$ cat src/rtl/iob_axistream_in_mc_pkg.sv
// Shared types and width helpers for the multi-channel AXI-Stream input packer.
// Imported by the per-channel packer and the merging top level.
package iob_axistream_in_mc_pkg;

  typedef enum logic [0:0] {
    ARB_IDLE   = 1'b0,
    ARB_LOCKED = 1'b1
  } arb_state_t;

  // Channel-id width: a single channel still needs a 1-bit tid.
  function automatic int id_width(input int n_ch);
    return (n_ch > 1) ? $clog2(n_ch) : 1;
  endfunction

  function automatic int lane_idx_width(input int r);
    return (r > 1) ? $clog2(r) : 1;
  endfunction

endpackage

$ cat src/rtl/iob_axistream_in_mc_packer.sv
// Per-channel packer: gathers TDATA_W beats into a DATA_W word with lane keep bits,
// parks finished words in a one-entry hold register, and keeps beat/packet status.
module iob_axistream_in_mc_packer
  import iob_axistream_in_mc_pkg::*;
#(
  parameter  int TDATA_W = 8,
  parameter  int DATA_W  = 32,
  parameter  int CNT_W   = 16,
  localparam int R       = DATA_W / TDATA_W,
  localparam int R_W     = lane_idx_width(R)
) (
  input  logic               clk_i,
  input  logic               cke_i,
  input  logic               rst_i,
  input  logic               en_i,
  input  logic               clr_i,
  input  logic               s_tvalid_i,
  input  logic [TDATA_W-1:0] s_tdata_i,
  input  logic               s_tlast_i,
  output logic               s_tready_o,
  input  logic               hold_pop_i,
  output logic               hold_v_o,
  output logic [DATA_W-1:0]  hold_data_o,
  output logic [R-1:0]       hold_keep_o,
  output logic               hold_last_o,
  output logic [CNT_W-1:0]   nwords_o,
  output logic               pkt_done_o
);

  localparam logic [CNT_W-1:0] CNT_MAX = '1;

  logic [DATA_W-1:0] acc;
  logic [DATA_W-1:0] word_next;
  logic [R-1:0]      keep;
  logic [R-1:0]      keep_next;
  logic [R_W-1:0]    idx;
  logic              accept;
  logic              complete;

  // A beat may enter while the hold slot is free or is being drained this cycle.
  assign s_tready_o = en_i & (~hold_v_o | hold_pop_i);
  assign accept     = cke_i & s_tvalid_i & s_tready_o;
  assign complete   = (idx == R_W'(R - 1)) | s_tlast_i;

  always_comb begin
    word_next = acc;
    keep_next = keep;
    for (int k = 0; k < R; k++) begin
      if (idx == R_W'(k)) begin
        word_next[k*TDATA_W +: TDATA_W] = s_tdata_i;
        keep_next[k]                    = 1'b1;
      end
    end
  end

  always_ff @(posedge clk_i) begin
    if (rst_i) begin
      acc         <= '0;
      keep        <= '0;
      idx         <= '0;
      hold_v_o    <= 1'b0;
      hold_data_o <= '0;
      hold_keep_o <= '0;
      hold_last_o <= 1'b0;
    end else if (cke_i) begin
      if (hold_pop_i) hold_v_o <= 1'b0;
      if (accept) begin
        if (complete) begin
          hold_v_o    <= 1'b1;
          hold_data_o <= word_next;
          hold_keep_o <= keep_next;
          hold_last_o <= s_tlast_i;
          acc         <= '0;
          keep        <= '0;
          idx         <= '0;
        end else begin
          acc  <= word_next;
          keep <= keep_next;
          idx  <= idx + 1'b1;
        end
      end
    end
  end

  // A clear in the same cycle as an accepted beat wipes history first, then counts the beat.
  always_ff @(posedge clk_i) begin
    if (rst_i) begin
      nwords_o   <= '0;
      pkt_done_o <= 1'b0;
    end else if (cke_i) begin
      if (clr_i) begin
        nwords_o   <= accept ? CNT_W'(1) : '0;
        pkt_done_o <= accept & s_tlast_i;
      end else if (accept) begin
        if (nwords_o != CNT_MAX) nwords_o <= nwords_o + 1'b1;
        if (s_tlast_i) pkt_done_o <= 1'b1;
      end
    end
  end

endmodule

$ cat src/rtl/iob_axistream_in_mc.sv
// N-channel AXI-Stream input packer/merger: per-channel packers feed a packet-locked
// round-robin arbiter that drives a single registered AXIS master with tid/tkeep/tlast.
module iob_axistream_in_mc
  import iob_axistream_in_mc_pkg::*;
#(
  parameter  int N_CH    = 2,
  parameter  int TDATA_W = 8,
  parameter  int DATA_W  = 32,
  parameter  int CNT_W   = 16,
  localparam int R       = DATA_W / TDATA_W,
  localparam int ID_W    = id_width(N_CH)
) (
  input  logic                    clk_i,
  input  logic                    cke_i,
  input  logic                    rst_i,
  input  logic [N_CH-1:0]         en_i,
  input  logic [N_CH-1:0]         clr_i,
  input  logic [N_CH-1:0]         s_tvalid_i,
  input  logic [N_CH*TDATA_W-1:0] s_tdata_i,
  input  logic [N_CH-1:0]         s_tlast_i,
  output logic [N_CH-1:0]         s_tready_o,
  output logic                    m_tvalid_o,
  output logic [DATA_W-1:0]       m_tdata_o,
  output logic [R-1:0]            m_tkeep_o,
  output logic                    m_tlast_o,
  output logic [ID_W-1:0]         m_tid_o,
  input  logic                    m_tready_i,
  output logic [N_CH*CNT_W-1:0]   nwords_o,
  output logic [N_CH-1:0]         pkt_done_o
);

  logic [N_CH-1:0]   hold_v;
  logic [N_CH-1:0]   hold_last;
  logic [N_CH-1:0]   hold_pop;
  logic [DATA_W-1:0] hold_data [N_CH];
  logic [R-1:0]      hold_keep [N_CH];

  arb_state_t        state;
  arb_state_t        state_next;
  logic [ID_W-1:0]   ptr;
  logic [ID_W-1:0]   ptr_next;
  logic [ID_W-1:0]   grant_ch;
  logic [ID_W-1:0]   cand;
  logic              grant_v;
  logic              load;

  generate
    for (genvar c = 0; c < N_CH; c++) begin : g_ch
      iob_axistream_in_mc_packer #(
        .TDATA_W (TDATA_W),
        .DATA_W  (DATA_W),
        .CNT_W   (CNT_W)
      ) u_packer (
        .clk_i       (clk_i),
        .cke_i       (cke_i),
        .rst_i       (rst_i),
        .en_i        (en_i[c]),
        .clr_i       (clr_i[c]),
        .s_tvalid_i  (s_tvalid_i[c]),
        .s_tdata_i   (s_tdata_i[c*TDATA_W +: TDATA_W]),
        .s_tlast_i   (s_tlast_i[c]),
        .s_tready_o  (s_tready_o[c]),
        .hold_pop_i  (hold_pop[c]),
        .hold_v_o    (hold_v[c]),
        .hold_data_o (hold_data[c]),
        .hold_keep_o (hold_keep[c]),
        .hold_last_o (hold_last[c]),
        .nwords_o    (nwords_o[c*CNT_W +: CNT_W]),
        .pkt_done_o  (pkt_done_o[c])
      );
      assign hold_pop[c] = load & (grant_ch == ID_W'(c));
    end
  endgenerate

  assign load = cke_i & (~m_tvalid_o | m_tready_i) & grant_v;

  always_ff @(posedge clk_i) begin
    if (rst_i) begin
      state <= ARB_IDLE;
      ptr   <= '0;
    end else if (cke_i) begin
      state <= state_next;
      ptr   <= ptr_next;
    end
  end

  // The pointer doubles as the locked channel, so a lock needs no extra register.
  always_comb begin
    state_next = state;
    ptr_next   = ptr;
    case (state)
      ARB_IDLE: begin
        if (grant_v) begin
          ptr_next = grant_ch;
          if (!(load && hold_last[grant_ch])) state_next = ARB_LOCKED;
        end
      end
      ARB_LOCKED: begin
        if (load && hold_last[ptr]) state_next = ARB_IDLE;
      end
      default: state_next = ARB_IDLE;
    endcase
  end

  // Descending scan lets the channel closest after ptr win without a found flag.
  always_comb begin
    grant_v  = 1'b0;
    grant_ch = ptr;
    cand     = ptr;
    if (state == ARB_LOCKED) begin
      grant_v = hold_v[ptr];
    end else begin
      for (int i = N_CH; i >= 1; i--) begin
        cand = ID_W'((int'(ptr) + i) % N_CH);
        if (hold_v[cand]) begin
          grant_v  = 1'b1;
          grant_ch = cand;
        end
      end
    end
  end

  always_ff @(posedge clk_i) begin
    if (rst_i) begin
      m_tvalid_o <= 1'b0;
      m_tdata_o  <= '0;
      m_tkeep_o  <= '0;
      m_tlast_o  <= 1'b0;
      m_tid_o    <= '0;
    end else if (cke_i) begin
      if (load) begin
        m_tvalid_o <= 1'b1;
        m_tdata_o  <= hold_data[grant_ch];
        m_tkeep_o  <= hold_keep[grant_ch];
        m_tlast_o  <= hold_last[grant_ch];
        m_tid_o    <= grant_ch;
      end else if (m_tready_i) begin
        m_tvalid_o <= 1'b0;
      end
    end
  end

endmodule
$ cat config.mk
export PLATFORM = sky130hd
export DESIGN_NAME = iob_axistream_in_mc
export DESIGN_NICKNAME = d
export VERILOG_FILES = /design/src/rtl/iob_axistream_in_mc_pkg.sv /design/src/rtl/iob_axistream_in_mc_packer.sv /design/src/rtl/iob_axistream_in_mc.sv
export SDC_FILE = /design/constraint.sdc
export NUM_CORES = 1
export LEC_CHECK = 0
export CORE_UTILIZATION = 47
export DETAILED_ROUTE_END_ITERATION = 12
export PLACE_DENSITY = 0.73
export SLEW_MARGIN = 20
export SYNTH_ARGS = -nofsm -noshare
export SYNTH_HDL_FRONTEND = slang
export SYNTH_SLANG_ARGS = --single-unit
export TNS_END_PERCENT = 100
$ cat constraint.sdc
create_clock -name clk_i -period 4.59 [get_ports clk_i]
set_clock_uncertainty 0.1 [all_clocks]
set_input_delay 1.1475 -clock clk_i [delete_from_list [all_inputs] [get_ports clk_i]]
set_output_delay 1.1475 -clock clk_i [all_outputs]
set_load 0.05 [all_outputs]
==> results.yml <==
run_status:
  outcome: "complete, no violations"
routing:
  drc_errors: 0
  ant_nets: 0
  wl_per_cell_um: 16.1
  totalWireLength_um: 21600
  vias: 7059
  viasPerCell: 5.27
  dr.pass1.iters: 4
  drt_first_iter_violations: 368
synth:
  async_flop_share_pct: 0
  syn_nets: 1031
  ys_seq_area_share_pct: 48.0
  synthCells: 993
  ys_types: 55
  ys_top_cells_by_area: "dfxtp_1 (48%), mux2i_1 (16%), a211oi_1 (8.4%), nor2_1 (8.4%), clkbuf_1 (1.3%)"
  synth_edf_count: 0
  ys_ff_latch: 227
  synth-main-ff-cell: "dfxtp_1"
  avgSynthCellArea_um2: 9.54
  synth_top_area_cell: "dfxtp_1"
  synth_area_um2: 9470
  yosys_warnings: 0
  yosysTopAreaCellShare_pct: 48.0
worst_setup_path:
  r2r_start: "g_ch[1].u_packer.hold_v_o"
  end_kind: "output pin"
  critPathKind: "input port to output pin"
  arrival_ns: 2.74
  worstSetupStartpointType: "input port"
  cp_max_fo: 11
  worstPathRequired_ns: 3.34
  cp-startpoint: "cke_i"
power:
  leakagePower_nw: 3.73
  irDropWorstVdd_mv: 0.217
  p_per_area_nw_per_um2: 377
layout:
  drive_gt1_share_pct: 6.05
  area_growth_syn_to_layout_pct: 20.2
  diodes: 0
  mostFrequentLayoutCell: "dfxtp_1"
  regArea_um2: 4540
  fill_cells: 1713
  final_cell_mix: "dfxtp_1 (227), nor2_1 (211), mux2i_1 (151), a211oi_1 (106), clkdlybuf4s50_1 (99)"
  finalNetCount: 1096
  multi_input_area_um2: 4560
cts:
  ctsHoldBuffers: 0
  max-clock-path-buffers: 3
  cts_tree: "yes"
  post_cts_buffers: 0
  clk_pin_slew_worst_paths_ns: 0.06
  cts-root-buf: "clkbuf_16"
  cts_buffers: 24
  cts_htree_levels: 1
  clk_latency_ns: 0.51
  cts_resized: 0
  cts.sinks: 227
grt:
  grt_pass1_vias: 6315
  grt_max_degree: 75
  grt_pass1_wl_um: 34100
  grt_usage_pct: 20.9
  grt-ovfl-total: 0
  antenna_found_initial: 0
place:
  post-place-ws_ns: 0.605
  gp_congestion: 0.796
  hpwl_um: 15000
  port_buffers: 102
die:
  start_util_pct: 48.3
  die-height_um: 144
  die_area_um2: 20700
  num_rows: 51
  core-area_um2: 19600
  die_x_um: 144
  pin_count: 103
worst_hold_path:
  hold_path.class: "register to register"
  hold_path_startpoint: "g_ch[0].u_packer.pkt_done_o"
sta:
  tns_ns: 0
  max_slew_margin_pct: 52.7
  rsz0062_at_grt: "false"
  worst_slew_pin_slew_ns: 0.706
  fmax_ghz: 0.251
  fin_crit_sh_pct: 87.0
  drv_slew: 0
  hold_viol: 0
  worst_slack_ns: 0.598
  setup_violations: 0
  period_needed_ns: 3.99
job:
  cap_violations: 0
critical path, stage by stage:
cell             delay [ns]
clkdlybuf4s50_1        0.71
o2111ai_2              0.28
o21ai_1                0.26
and2_1                 0.20
buf_12                 0.14
cell type report:
class | instances | area share [%]
inverters | 8 | 0.264
flip-flops and latches | 227 | 39.9
clock buffers | 37 | 6.33
repair buffers | 112 | 10.0
well taps | 265 | 2.91
multi-input cells | 685 | 40.1
clock inverters | 6 | 0.484
through the flow:
| step | area, µm² | total power [mW] | std cells | hold WS, ns | util, % |
|---|---|---|---|---|---|
| 6_report | 11400 | 4.29 | 1340 | 0.352 | 58.1 |
| 2_1_floorplan | 9470 | 2.33 | 993 | 0.326 | - |
| 5_1_grt | 11400 | 4.45 | 1340 | 0.366 | 58.1 |
| 3_3_place_gp | 10600 | 2.45 | 1297 | 0.338 | 54.1 |
| 3_5_place_dp | 10600 | 2.45 | 1297 | 0.340 | 54.1 |
| 4_1_cts | 11400 | 4.33 | 1340 | 0.350 | 58.1 |
worst paths after layout:
kind / depth (start not counted) / to / slack, ns
worst max-delay path: 5 / s_tready_o[1] / 0.60
worst min register to register: 2 / g_ch[0].u_packer.pkt_done_o / 0.35
worst max register to register: 8 / g_ch[1].u_packer.hold_data_o[16] / 1.76
worst min-delay path: 2 / g_ch[0].u_packer.pkt_done_o / 0.35
where the power goes:
group	switching (mW)	internal [mW]	total, mW
sequential	0.0325	2.02	2.05
clock	0.753	1.13	1.88
combinational	0.227	0.132	0.359
total	1.01	3.28	4.29
per-layer routing:
layer  GRT usage, %  up-vias  part of all wire (%)
met2           31.3      125                    42
met4           5.77        0                   2.1
met3           2.47       36                   3.8
met1           31.4     3232                    52
met5              0        -                     0
li1               -     3666                     -
logic make-up (layout without fill, tap and decap cells):
| group | after synthesis | after routing | share of synthesized area, % |
|---|---|---|---|
| xor+xnor | 16 | 16 | 1.48 |
| flops | 227 | 227 | 48.0 |
| simple gates | 330 | 330 | 15.7 |
| fa+ha+maj | 10 | 10 | 1.32 |
| buf+inv | 81 | 163 | 3.92 |
| compound gates | 177 | 177 | 13.5 |
| mux | 152 | 152 | 16.1 |
registers in the layout, summed over array words and instances (netlist names):
name,cells
g_ch.u_packer.pkt_done_o,2
m_tdata_o,32
state,1
g_ch.u_packer.hold_keep_o,8
m_tid_o,1
m_tkeep_o,4
g_ch.u_packer.nwords_o,32
ptr,1
m_tvalid_o,1
g_ch.u_packer.idx,4
g_ch.u_packer.hold_last_o,2
g_ch.u_packer.hold_data_o,64
g_ch.u_packer.acc,64
m_tlast_o,1
g_ch.u_packer.hold_v_o,2
g_ch.u_packer.keep,8
Yosys cell counts (all sizes together) (19+ instances only):
cell type  number
o21ai          23
and2           21
buf            39
dfxtp         227
clkbuf         34
mux2i         151
nand2          21
a21oi          23
nor2          212
a211oi        106
nand3          19
Power figures use the tool's default switching activity.
